[src/rtl/wb2core.sv]
// wb2core: Wishbone B4 pipelined slave bridged onto a req/gnt/rvalid core memory port.
// One request slot, registered responses, outstanding-count tracking and post-abort discard.
module wb2core #(
    parameter int PENDING = 4,
    parameter int AW      = 32,
    parameter int DW      = 32
) (
    input  logic            clk_i,
    input  logic            rst_ni,
    input  logic            wb_cyc_i,
    input  logic            wb_stb_i,
    input  logic            wb_we_i,
    input  logic [AW-1:0]   wb_adr_i,
    input  logic [DW/8-1:0] wb_sel_i,
    input  logic [DW-1:0]   wb_dat_i,
    output logic            wb_stall_o,
    output logic            wb_ack_o,
    output logic            wb_err_o,
    output logic [DW-1:0]   wb_dat_o,
    output logic            core_req_o,
    input  logic            core_gnt_i,
    output logic            core_we_o,
    output logic [DW/8-1:0] core_be_o,
    output logic [AW-1:0]   core_addr_o,
    output logic [DW-1:0]   core_wdata_o,
    input  logic            core_rvalid_i,
    input  logic            core_err_i,
    input  logic [DW-1:0]   core_rdata_i
);
    localparam int CW = $clog2(PENDING + 1);
    logic          slot_v, ack_q, err_q, accept, rv, rsp;
    logic [CW-1:0] cnt, disc, cnt_d, disc_d;
    assign core_req_o = slot_v;
    assign wb_stall_o = (slot_v & ~core_gnt_i) | (cnt == CW'(PENDING)) | (disc != '0);
    assign accept     = wb_cyc_i & wb_stb_i & ~wb_stall_o;
    // a stray rvalid with nothing outstanding must not underflow cnt
    assign rv         = core_rvalid_i & (cnt != '0);
    assign rsp        = rv & (disc == '0) & wb_cyc_i;
    assign wb_ack_o   = ack_q & wb_cyc_i;
    assign wb_err_o   = err_q & wb_cyc_i;
    always_comb begin
        cnt_d  = cnt + CW'(accept) - CW'(rv);
        disc_d = (!wb_cyc_i && cnt != '0) ? cnt - CW'(rv) : (rv && disc != '0) ? disc - CW'(1) : disc;
    end
    always_ff @(posedge clk_i or negedge rst_ni) begin
        if (!rst_ni) begin
            slot_v       <= 1'b0;
            core_we_o    <= 1'b0;
            core_be_o    <= '0;
            core_addr_o  <= '0;
            core_wdata_o <= '0;
            cnt          <= '0;
            disc         <= '0;
            ack_q        <= 1'b0;
            err_q        <= 1'b0;
            wb_dat_o     <= '0;
        end else begin
            cnt   <= cnt_d;
            disc  <= disc_d;
            ack_q <= rsp & ~core_err_i;
            err_q <= rsp & core_err_i;
            if (rsp) wb_dat_o <= core_rdata_i;
            if (accept) begin
                slot_v       <= 1'b1;
                core_we_o    <= wb_we_i;
                core_be_o    <= wb_sel_i;
                core_addr_o  <= wb_adr_i;
                core_wdata_o <= wb_dat_i;
            end else if (core_gnt_i) begin
                slot_v <= 1'b0;
            end
        end
    end
    assert property (@(posedge clk_i) disable iff (!rst_ni) core_rvalid_i |-> cnt != '0);
    assert property (@(posedge clk_i) disable iff (!rst_ni) !(wb_ack_o && wb_err_o));
endmodule

[config.mk]
export PLATFORM = sky130hd
export DESIGN_NAME = wb2core
export DESIGN_NICKNAME = d
export VERILOG_FILES = /design/src/rtl/wb2core.sv
export SDC_FILE = /design/constraint.sdc
export NUM_CORES = 1
export LEC_CHECK = 0
export ABC_AREA = 0
export BUFFER_PORTS_ARGS = -buffer_cell sky130_fd_sc_hd__buf_2
export CAP_MARGIN = 20
export CELL_PAD_IN_SITES_DETAIL_PLACEMENT = 0
export CELL_PAD_IN_SITES_GLOBAL_PLACEMENT = 2
export CORE_MARGIN = 2
export CORE_UTILIZATION = 32
export DETAILED_ROUTE_END_ITERATION = 6
export GPL_TIMING_DRIVEN = 0
export PLACE_DENSITY = 0.86
export SLEW_MARGIN = 0
export SYNTH_ARGS = -nofsm -noshare
export SYNTH_HDL_FRONTEND = slang
export SYNTH_SLANG_ARGS = --single-unit
[constraint.sdc]
create_clock -name clk_i -period 4.9 [get_ports clk_i]
set_input_delay 0.49 -clock clk_i [delete_from_list [all_inputs] [get_ports clk_i]]
set_output_delay 0.49 -clock clk_i [all_outputs]
set_load 0.01 [all_outputs]
==> out/qor.yml, run 1 <==
pwr:
  clkPwrFrac: 0.209
  powerDensity_mw_per_mm2: 613.4
  swShare: 0.3138
  p_seq_frac: 0.424
  netSwitchingPower_uw: 1171
  ir_drop_uv: 220.5
  p_comb_frac: 0.368
  power_leakage_uw: 0.003180
  p_int_uw: 2560
critical_path:
  crit_slowest_cell: "nor3_2"
  start_kind: "flop"
  worstPathArrival_ns: 2.67
  path_max_fanout: 10
  crit_chain: "inv_1 > ha_1 > nand4b_1 > nor3_2 > buf_2 > ha_1 > fa_1 > xor2_1 > xnor2_1"
  critPathKind: "flop to flop"
  cpMostUsedCell: "ha_1"
  required_ns: 5.17
  r2r_cells: 9
  path_buf_inv: 2
  cp_num_cells: 9
  cp_slowest_stage_delay_ns: 0.45
  end_kind: "flop"
  critical_path.top_delay_family: "simple AND/OR/NAND/NOR gates"
sta:
  setup_tns_ns: 0
  hold_ws_ns: 0.1688
  worstMarginPinSlew_ns: 0.6649
  fin_skew_ns: 0.01024
  setup_viol: 0
  min_period_over_period: 0.4892
  rsz0062_at_grt: "no"
  hold_violations: 0
  slew_headroom: 0.5567
  period_minus_slack_ns: 2.397
  fmax_ghz: 0.4172
  maxSlewViolCount: 0
floorplan:
  die_w_um: 121.9
  start_util: 0.3240
  dieArea_mm2: 0.01485
  core-area_mm2: 0.01372
  die_h_um: 121.9
  ios: 213
  row_count: 43
global_route:
  grt_antenna_before_repair: 0
  grt_usage: 0.1313
  first_global_vias: 3054
  grt_pass1_wl_mm: 15.05
  overflow: 0
  grt_max_degree: 62
synth:
  ys_ff_latch: 110
  syn-cell-area_mm2: 0.004446
  syn_inst: 270
  syn_avg_cell_area_um2: 16.46
  synth.yosys.seq_area_share: 0.6192
  synth_warnings: 0
  ys_types: 31
  syn-num-nets: 385
place:
  io_buffer_count: 211
  dp_hpwl_mm: 7.507
  gp_congestion: 0.7080
clock_network:
  cts_sinks: 110
  ctsResizeCount: 0
  cts_root_buffer: "clkbuf_16"
  cts_made_buffers: 9
  clk_latency_ns: 0.35
  ctsHoldBuffers: 0
  clk_pin_slew_ns: 0.07
  cts_tree: "yes"
  htreeDepth: 3
  post_cts_buffers: 0
  clockBufferDepth: 2
layout:
  final_common_cell: "buf_2"
  antenna_cells: 0
  syn_to_final_growth_pct: 36.81
  layout_common_cells: "218 x buf_2, 110 x dfrtp_1, 46 x mux2_2"
  layout-drive-gt1-share: 0.6386
  nets: 608
routing:
  drc: 0
  wl_mm: 9.674
  final_antenna_net_count: 0
  via_per_inst: 4.404
  drtIter0Drc: 95
  wl_per_cell_um: 14.27
  dr.pass1.iters: 4
  via_count: 2986
flow_run:
  drv_cap: 0
hold_path:
  hp-class: "primary input to asynchronous set/reset pin"
run_status:
  status: "complete, no violations"
## power by group through the flow
stage / Combinational (uW) / Sequential (uW) / Clock, uW
floorplan: 594 / 1780 / 0
global placement: 1380 / 1580 / 0
detailed placement: 1410 / 1600 / 0
CTS: 1400 / 1590 / 810
global route: 1510 / 1640 / 857
finish: 1370 / 1580 / 778
## flip-flops by register name (all words and copies together), names as in the netlist
signal,cells
ack_q,1
cnt,3
core_addr_o,32
core_be_o,4
core_req_o,1
core_wdata_o,32
core_we_o,1
disc,3
err_q,1
wb_dat_o,32
## cells in the mapped netlist, drive strengths merged
| cell | n | area (um^2) |
|---|---|---|
| o21a | 1 | 7.510 |
| o32a | 2 | 20.02 |
| nor3 | 2 | 15.01 |
| o32ai | 1 | 8.760 |
| xor2 | 1 | 8.760 |
| o21ai | 2 | 10.01 |
| o21bai | 2 | 15.01 |
| nor4b | 1 | 8.760 |
| dfrtp | 110 | 2753 |
| nand2 | 3 | 11.26 |
| and3 | 1 | 11.26 |
| and2 | 3 | 18.77 |
| buf | 12 | 85.08 |
| nand4b | 1 | 8.760 |
| mux2 | 101 | 1242 |
| nor3b | 1 | 12.51 |
| a22oi | 1 | 7.510 |
| xnor2 | 1 | 8.760 |
| a21boi | 1 | 7.510 |
| inv | 7 | 26.27 |
| fa | 1 | 20.02 |
| nor2 | 4 | 15.01 |
| a2bb2oi | 1 | 8.760 |
| ha | 6 | 75.07 |
| nor2b | 3 | 18.77 |
| o31ai | 1 | 21.27 |
## cell families (layout without fill, tap and decap cells)
logic type      after synthesis  count (layout)  synth area share
fa+ha+maj                     7               7           0.02139
compound gates               12              12           0.02393
mux                         101             101            0.2795
flops                       110             110            0.6192
xor+xnor                      2               2          0.003941
simple gates                 19              19           0.02702
buf+inv                      19             247           0.02505
## final cells by class
class / count / area (um^2)
plain buffers: 12 / 85.08
clock buffers: 11 / 242.7
clock inverters: 5 / 82.58
fillers: 1282 / 7637
inverters: 7 / 26.28
multi-input cells: 141 / 1582
flip-flops and latches: 110 / 2753
well taps: 180 / 225.2
repair buffers: 212 / 1086
## path summary, 6_finish.rpt
check	startpoint	end	slack [ns]
max reg2reg	disc[0]	cnt[2]	2.50
min reg2reg	core_wdata_o[23]	core_wdata_o[23]	0.48
min	rst_ni	core_wdata_o[24]	0.17
max	disc[0]	cnt[2]	2.50
min in group clk_i	core_err_i	ack_q	0.29
max in group asynchronous	rst_ni	core_addr_o[11]	4.01
## layer usage
layer,vias up,routed length (um),track usage
li1,1388,-,-
met1,1447,4015,0.1625
met2,137,4543,0.2095
met3,14,908,0.03886
met4,0,207,0.06537
met5,-,0,0
## stage by stage
step / worst slack [ns] / std cells / area [um^2] / total power (uW) / utilization
floorplan: 2.826 / 270 / 4446 / 2376 / -
detailed placement: 2.313 / 662 / 5757 / 3003 / 0.4196
finish: 2.503 / 678 / 6082 / 3731 / 0.4433
CTS: 2.358 / 678 / 6082 / 3801 / 0.4433
global placement: 2.119 / 661 / 5727 / 2957 / 0.4174
global route: 2.187 / 678 / 6082 / 4010 / 0.4433
Note: power is estimated with default switching activity, not from simulation.
==> run 2: changes to the inputs <==
--- a/config.mk
+++ b/config.mk
@@ -11,10 +11,10 @@
 export CELL_PAD_IN_SITES_DETAIL_PLACEMENT = 0
 export CELL_PAD_IN_SITES_GLOBAL_PLACEMENT = 2
 export CORE_MARGIN = 2
-export CORE_UTILIZATION = 32
+export CORE_UTILIZATION = 27
 export DETAILED_ROUTE_END_ITERATION = 6
 export GPL_TIMING_DRIVEN = 0
-export PLACE_DENSITY = 0.86
+export PLACE_DENSITY = 0.77
 export SLEW_MARGIN = 0
 export SYNTH_ARGS = -nofsm -noshare
 export SYNTH_HDL_FRONTEND = slang
==> constraint.sdc (replaced) <==
create_clock -name clk_i -period 2.05 [get_ports clk_i]
set_input_delay 0.205 -clock clk_i [delete_from_list [all_inputs] [get_ports clk_i]]
set_output_delay 0.205 -clock clk_i [all_outputs]
set_load 0.01 [all_outputs]
==> out/qor.yml, run 2 (synthesis gave the netlist of run 1 again) <==
critical_path:
  r2r_cells: 8
  start_kind: "flop"
  crit_path_start: "cnt[1]"
  cp_slowest_stage_delay_ns: 0.46
  critPathKind: "flop to flop"
  worstPathArrival_ns: 2.29
  r2r_end: "cnt[2]"
  crit_slowest_cell: "dfrtp_2"
  r2r_start: "cnt[1]"
  r2r_setup_slack_ns: -0.007
  required_ns: 2.28
  path_max_fanout: 4
  end_kind: "flop"
  crit_chain: "o31ai_4 > inv_2 > ha_4 > inv_2 > ha_4 > fa_2 > xor2_2 > xnor2_1"
  endpoint: "cnt[2]"
pwr:
  ir_drop_uv: 607.5
  power_leakage_uw: 0.003230
  powerDensity_mw_per_mm2: 1437
sta:
  setup_viol: 1
  maxSlewViolCount: 0
  fmax_ghz: 0.4862
  min_period_over_period: 1.003
  worstMarginPinSlew_ns: 0.8079
  fin_skew_ns: 0.01260
  hold_violations: 0
  hold_ws_ns: 0.06853
  slew_headroom: 0.4614
  rsz0062_at_grt: "yes"
  setup_slack_ns: -0.006778
  setup_tns_ns: -0.006778
  period_minus_slack_ns: 2.057
floorplan:
  start_util: 0.2778
  row_count: 46
  dieArea_mm2: 0.01751
  die_w_um: 132.3
  ios: 213
  die_h_um: 132.3
  core-area_mm2: 0.01600
place:
  gp_congestion: 0.7572
  place_area_mm2: 0.005804
  dp_hpwl_mm: 7.918
  io_buffer_count: 211
layout:
  layout-drive-gt1-share: 0.6647
  nets: 617
  syn_to_final_growth_pct: 42.27
  final_area_mm2: 0.006325
  antenna_cells: 0
  fillCellCount: 1570
  largestRegisters: "core_addr_o: 32 flops, core_wdata_o: 32 flops, wb_dat_o: 32 flops"
  layout_common_cells: "211 x buf_2, 107 x dfrtp_1, 46 x mux2_2"
  final_common_cell: "buf_2"
global_route:
  grt_pass1_wl_mm: 16.91
  grt_antenna_before_repair: 0
  grt_usage: 0.1218
  overflow: 0
  first_global_vias: 3219
  grt_max_degree: 62
clock_network:
  htreeDepth: 3
  cts_tree: "yes"
  cts_root_buffer: "clkbuf_16"
  clk_latency_ns: 0.35
  clk_pin_slew_ns: 0.08
  clockBufferDepth: 2
  cts_sinks: 110
  cts_made_buffers: 9
flow_run:
  drv_cap: 0
routing:
  via_per_inst: 4.174
  drtIter0Drc: 54
  wl_per_cell_um: 14.51
  final_antenna_net_count: 0
  wl_mm: 10.49
  dr.pass1.iters: 4
  via_count: 3018
  drc: 0
run_status:
  violations: "setup timing"
  status: "complete, but fails checks"
hold_path:
  hp-class: "primary input to flop"
  hold_depth: 2
==> run 2: power by group <==
part	switching [uW]	total [uW]	internal [uW]
combinational	1580	3500	1920
sequential	560	3780	3220
clock	838	1820	977
total	2970	9090	6120
==> run 2: final cells by class <==
type | instances | area, um^2 | area share
tap | 216 | 270.3 | 0.04273
buffer | 12 | 151.4 | 0.02394
inverter | 7 | 26.28 | 0.004154
sequential | 110 | 2756 | 0.4358
multi-input combinational | 141 | 1643 | 0.2597
clock inverter | 7 | 86.33 | 0.01365
timing repair buffer | 221 | 1166 | 0.1844
clock buffer | 9 | 225.2 | 0.03561
==> run 2: worst max-delay path: cells and delay by family, from the launching register on <==
kind	cells	cell delay, ns
buf+inv	2	0.14
compound gates	1	0.29
flops	1	0.46
fa+ha+maj	3	0.79
xor+xnor	2	0.27
==> run 2: worst min path at each step <==
stage                       from               end  slack [ns]
global route        wb_adr_i[11]   core_addr_o[11]        0.05
floorplan                 rst_ni             ack_q       -0.09
CTS                 wb_dat_i[31]  core_wdata_o[31]        0.05
finish              wb_adr_i[11]   core_addr_o[11]        0.07
global placement      core_err_i             ack_q        0.37
detailed placement        rst_ni  core_wdata_o[28]        0.35
==> run 2: layer usage <==
| layer | vias to the layer above | track usage | share of wire |
|---|---|---|---|
| li1 | 1410 | - | - |
| met1 | 1462 | 0.1510 | 0.42 |
| met2 | 134 | 0.2005 | 0.49 |
| met3 | 12 | 0.03537 | 0.071 |
| met4 | 0 | 0.04839 | 0.017 |
| met5 | - | 0 | 0 |
==> run 2: timing repair <==
action                                  CTS  global route
buffers inserted                          2             5
gates resized for setup                   6            33
endpoints found under the setup margin  100            86
hold buffers                              2             0
pin swaps                                 3             4
hold endpoints to repair                 61             0
==> run 2: stage by stage <==
step,power (uW),std cells,setup WS (ns),util
floorplan,5683,270,0.02515,-
global placement,7099,697,-0.6105,0.3609
detailed placement,7199,698,-0.6883,0.3628
CTS,9102,718,-0.1139,0.3856
global route,9729,723,-0.08704,0.3953
finish,9090,723,-0.006778,0.3953
